**config.mk**
```make
export PLATFORM = sky130hd
export DESIGN_NAME = fetch_unit
export DESIGN_NICKNAME = d
export VERILOG_FILES = /design/src/rtl/fetch_unit.sv
export SDC_FILE = /design/constraint.sdc
export NUM_CORES = 1
export LEC_CHECK = 0
export BUFFER_PORTS_ARGS = -buffer_cell sky130_fd_sc_hd__buf_2
export CAP_MARGIN = 10
export CORE_MARGIN = 4
export CORE_UTILIZATION = 40
export DETAILED_ROUTE_END_ITERATION = 16
export GPL_ROUTABILITY_DRIVEN = 0
export GPL_TIMING_DRIVEN = 0
export MAX_ROUTING_LAYER = met4
export PLACE_DENSITY = 0.67
export SYNTH_ARGS = -nofsm -noshare
export SYNTH_HDL_FRONTEND = slang
export SYNTH_SLANG_ARGS = --single-unit
```
**constraint.sdc**
```tcl
create_clock -name CLK -period 2.86 [get_ports CLK]
set_input_delay 0.858 -clock CLK [delete_from_list [all_inputs] [get_ports CLK]]
set_output_delay 0.858 -clock CLK [all_outputs]
set_load 0.01 [all_outputs]
```
**src/rtl/fetch_unit.sv**
```systemverilog
// Instruction fetch unit: fetches one instruction, holds it until execute
// completes, then computes the next PC or stops the core.
module fetch_unit #(
    parameter logic [31:0] RESET_PC = 32'h0000_0000
) (
    input  logic        CLK,
    input  logic        nRST,
    input  logic        ihit,
    input  logic [31:0] iload,
    output logic        iread,
    output logic [31:0] iaddr,
    output logic [31:0] inst,
    output logic        inst_valid,
    output logic [31:0] pc,
    output logic [31:0] pc_plus4,
    input  logic        exec_done,
    input  logic [1:0]  pc_ctrl,
    input  logic [31:0] immediate,
    input  logic [31:0] alu_result,
    input  logic        zero,
    input  logic        branch_pol,
    input  logic        halt,
    output logic        halted,
    output logic        misaligned,
    output logic [31:0] retired
);

    typedef enum logic [1:0] {
        S_FETCH  = 2'd0,
        S_HOLD   = 2'd1,
        S_HALTED = 2'd2
    } state_t;

    state_t      r_state;
    logic [31:0] r_pc;
    logic [31:0] r_inst;
    logic        r_inst_valid;
    logic [31:0] r_retired;
    logic        r_misaligned;

    state_t      w_state_d;
    logic [31:0] w_pc_d;
    logic [31:0] w_inst_d;
    logic        w_valid_d;
    logic [31:0] w_retired_d;
    logic        w_mis_d;
    logic [31:0] w_pc_plus4;
    logic [31:0] w_pc_imm;
    logic [31:0] w_target;
    logic        w_taken;

    assign w_pc_plus4 = r_pc + 32'd4;
    assign w_pc_imm   = r_pc + immediate;
    assign w_taken    = zero ^ branch_pol;

    always_comb begin
        w_target = w_pc_plus4;
        unique case (pc_ctrl)
            2'd0: w_target = w_pc_plus4;
            2'd1: w_target = w_taken ? w_pc_imm : w_pc_plus4;
            2'd2: w_target = w_pc_imm;
            2'd3: w_target = {alu_result[31:1], 1'b0};
        endcase
    end

    always_comb begin
        w_state_d   = r_state;
        w_pc_d      = r_pc;
        w_inst_d    = r_inst;
        w_valid_d   = r_inst_valid;
        w_retired_d = r_retired;
        w_mis_d     = r_misaligned;
        unique case (r_state)
            S_FETCH: begin
                if (ihit) begin
                    w_inst_d  = iload;
                    w_valid_d = 1'b1;
                    w_state_d = S_HOLD;
                end
            end
            S_HOLD: begin
                if (exec_done) begin
                    w_retired_d = r_retired + 32'd1;
                    w_valid_d   = 1'b0;
                    // halt takes priority; a misaligned target stops in place
                    if (halt) begin
                        w_state_d = S_HALTED;
                    end else if (w_target[1:0] != 2'b00) begin
                        w_mis_d   = 1'b1;
                        w_state_d = S_HALTED;
                    end else begin
                        w_pc_d    = w_target;
                        w_state_d = S_FETCH;
                    end
                end
            end
            default: begin
                w_valid_d = 1'b0;
            end
        endcase
    end

    always_ff @(posedge CLK or negedge nRST) begin
        if (!nRST) begin
            r_state      <= S_FETCH;
            r_pc         <= RESET_PC;
            r_inst       <= 32'd0;
            r_inst_valid <= 1'b0;
            r_retired    <= 32'd0;
            r_misaligned <= 1'b0;
        end else begin
            r_state      <= w_state_d;
            r_pc         <= w_pc_d;
            r_inst       <= w_inst_d;
            r_inst_valid <= w_valid_d;
            r_retired    <= w_retired_d;
            r_misaligned <= w_mis_d;
        end
    end

    assign iread      = (r_state == S_FETCH);
    assign iaddr      = r_pc;
    assign pc         = r_pc;
    assign pc_plus4   = w_pc_plus4;
    assign inst       = r_inst;
    assign inst_valid = r_inst_valid;
    assign halted     = (r_state == S_HALTED);
    assign misaligned = r_misaligned;
    assign retired    = r_retired;

endmodule

```
==> run_results.csv <==
group,metric,value,unit
outcome,outcome,"finished with violations",
outcome,violations,"negative setup slack",
setup_path,r2r_cells,10,
yosys,synth_area_leader_cell,"dfrtp_1",
clock_tree,htreeDepth,3,
yosys,synth_top_family_by_area,"compound AO/OA/AOI/OAI gates",
yosys,synth_fp_nets,924,
yosys,yosysUniqueCellTypes,65,
worst_hold_path,worst_hold_path_type,"flop to flop",
worst_hold_path,hold_end,"misaligned",
yosys,synth-seq-cells,100,
yosys,synth.most_common_cell,"dfrtp_1",
setup_path,startpoint,"iaddr[20]",
sta,hold_viol_final,0,
routing,drtIter0Drc,532,
setup_path,regToRegSetupSlack,0.01,ns
global_route,grt_usage,0.2512,
yosys,async_flop_share,1.000,
clock_tree,path_clk_slew,0.07,ns
yosys,synth_edf_count,0,
routing,first_pass_iters,6,
yosys,syn_avg_cell_area,9.111,um^2
sta,slew_violations,0,
pwr,powerDensity,307.5,nW/um^2
clock_tree,numCtsBuffers,9,
setup_path,endpoint_kind,"output port",
clock_tree,clkLatencyLatePin,0.36,ns
setup_path,arrival,2.09,ns
setup_path,cp_max_fo,3,
sta,setup_slack,-0.08965,ns
global_route,gr-total-overflow,0,
yosys,netlist.area_leader.share,0.3499,
finish,drive_gt1_frac,0.4598,
die,fp.dieH,141.7,um
global_route,grt_max_degree,55,
job,max_cap_violations,0,
sta,hold_slack,0.4706,ns
setup_path,worstPathRequired,2.00,ns
die,rows,48,
sta,fmax,339.0,MHz
yosys,synth_ff_type,"dfrtp_1",
pwr,vdd_ir_drop_max,0.2625,mV
global_route,antenna_found_initial,0,
worst_hold_path,min_from,"misaligned",
clock_tree,clock-sinks,100,
yosys,synth_area_leaders,"dfrtp_1, xnor2_1, ha_1",
placement,dpl.hpwl,18910,um
sta,finalSetupTns,-0.4428,ns
sta,clock-skew-final,0.01242,ns
clock_tree,clk_path_buf_depth,2,
worst_hold_path,hold_depth,1,
clock_tree,cts_tree,"built",
yosys,yosys.area_share.simple,0.1776,
yosys,synth_adder_area_share,0.06053,
global_route,grt_pass1_wl,39050,um
die,core,17420,um^2
setup_path,r2r_start,"iaddr[2]",
global_route,grt_pass1_vias,7232,
sta,setup_viol,8,
clock_tree,cts-root-buf,"clkbuf_16",
routing,antenna_left,0,
die,initial_core_util,0.4106,
setup_path,path_class,"flop to output port",
placement,io_buffers,266,
sta,period_share,1.031,
yosys,synth_compound_area_frac,0.1821,
sta,fin_crit,2.950,ns
yosys,yosysWarnings,0,
die,ios,269,
setup_path,reg2reg_to,"iaddr[26]",
setup_path,critPathLaunchType,"flop",
routing,vias_per_cell,5.529,
pwr,p_leak,5.205,nW
routing,vias,7442,
die,dieArea,20080,um^2
yosys,synth_common_cells,"dfrtp_1, nand2_1, xnor2_1, nor2_1, a21oi_1",
yosys,muxShareOfSynthArea,0.05913,
routing,drt_wl_total,25360,um
yosys,synth_xor_area_frac,0.1065,
yosys,seq_area_frac_synth,0.3499,
sta,rsz0062_at_grt,"yes",
yosys,syn_area,7152,um^2
finish,area_delta_synth_final,39.66,%
finish,final_net_count,1255,
sta,worstMarginPinSlew,0.7017,ns
die,die_w,141.7,um
yosys,synth_cells,785,
routing,drc,0,
routing,wl_per_cell,18.84,um
sta,relSlewSlack,0.5312,
flip-flops by register name, indices dropped and copies added, names as in the netlist:
signal / count
retired: 32
misaligned: 1
inst_valid: 1
inst: 32
iaddr: 32
r_state: 2
routing by layer:
layer	vias to the layer above	track usage	share of wire	wire (um)
met5	-	-	0	0
li1	3492	-	-	-
met1	3504	0.3236	0.41	10330
met4	0	0.08990	0.026	648
met3	61	0.03337	0.089	2258
met2	385	0.4071	0.48	12130
through the flow:
| stage | setup slack, ns | total power, mW | util | cell area, um^2 | instances |
|---|---|---|---|---|---|
| floorplan | -0.01546 | 1.678 | - | 7187 | 785 |
| global placement | -0.5852 | 1.863 | 0.5052 | 8800 | 1276 |
| detailed placement | -0.5854 | 1.873 | 0.5070 | 8830 | 1277 |
| CTS | -0.1059 | 3.080 | 0.5547 | 9661 | 1333 |
| global route | -0.1805 | 3.192 | 0.5733 | 9986 | 1345 |
| finish | -0.08965 | 3.072 | 0.5735 | 9988 | 1346 |
worst max-delay path, cell delays in order, from the launching register on:
cell and delay (ns):
dfrtp_1 0.37, clkbuf_8 0.13, nand4_1 0.19, nor2_1 0.20
nand4_1 0.13, buf_6 0.17, nor3_4 0.23, xnor2_2 0.16
buf_2 0.17
timing repair:
action / 4_1_cts / 5_1_grt
endpoints found under the hold margin: 0 / 0
endpoints found under the setup margin: 49 / 42
pin swaps: 26 / 23
resized for setup: 69 / 51
setup buffers: 41 / 13
hold buffers: 0 / 0
where the power goes:
part	total [mW]	internal [mW]	switching [mW]
clock	1.21	0.606	0.601
combinational	0.420	0.178	0.242
sequential	1.45	1.44	0.0101
how the worst max path moves through the flow:
stage | end | slack (ns) | cells past startpoint
CTS | iaddr[26] | -0.11 | 12
finish | pc_plus4[28] | -0.09 | 8
global placement | iaddr[22] | -0.59 | 11
detailed placement | iaddr[24] | -0.59 | 11
global route | pc_plus4[31] | -0.18 | 8
floorplan | iaddr[25] | -0.02 | 11
area by class of cell:
| cell class | instances | area [um^2] |
|---|---|---|
| fill | 1564 | 7428 |
| multi-input combinational | 600 | 4606 |
| sequential | 100 | 2526 |
| timing repair buffer | 321 | 1807 |
| buffer | 68 | 425.4 |
| tap | 225 | 281.5 |
| clock buffer | 9 | 225.2 |
| inverter | 16 | 60.06 |
| clock inverter | 6 | 55.05 |
| antenna | 1 | 2.502 |
logic make-up (layout without fill, tap and decap cells):
family                   count (synthesis)  after routing
AND/OR/NAND/NOR                        252            252
AO/OA/AOI/OAI                          189            189
flip-flops                             100            100
XOR/XNOR                                87             87
buffers and inverters                   85            420
multiplexers                            38             38
adder cells (fa/ha/maj)                 34             34
other                                    0              1
placed cells by master, fill, tap and decap left out, types with 23 or more instances in the layout:
| cell type | count |
|---|---|
| nand2_1 | 78 |
| dfrtp_1 | 81 |
| buf_4 | 85 |
| xor2_1 | 23 |
| xnor2_1 | 51 |
| nor2_1 | 45 |
| nand3_1 | 27 |
| o21ai_0 | 38 |
| buf_2 | 267 |
| a21oi_1 | 43 |
| mux2_2 | 34 |
| ha_1 | 23 |
Power figures use the tool's default switching activity.
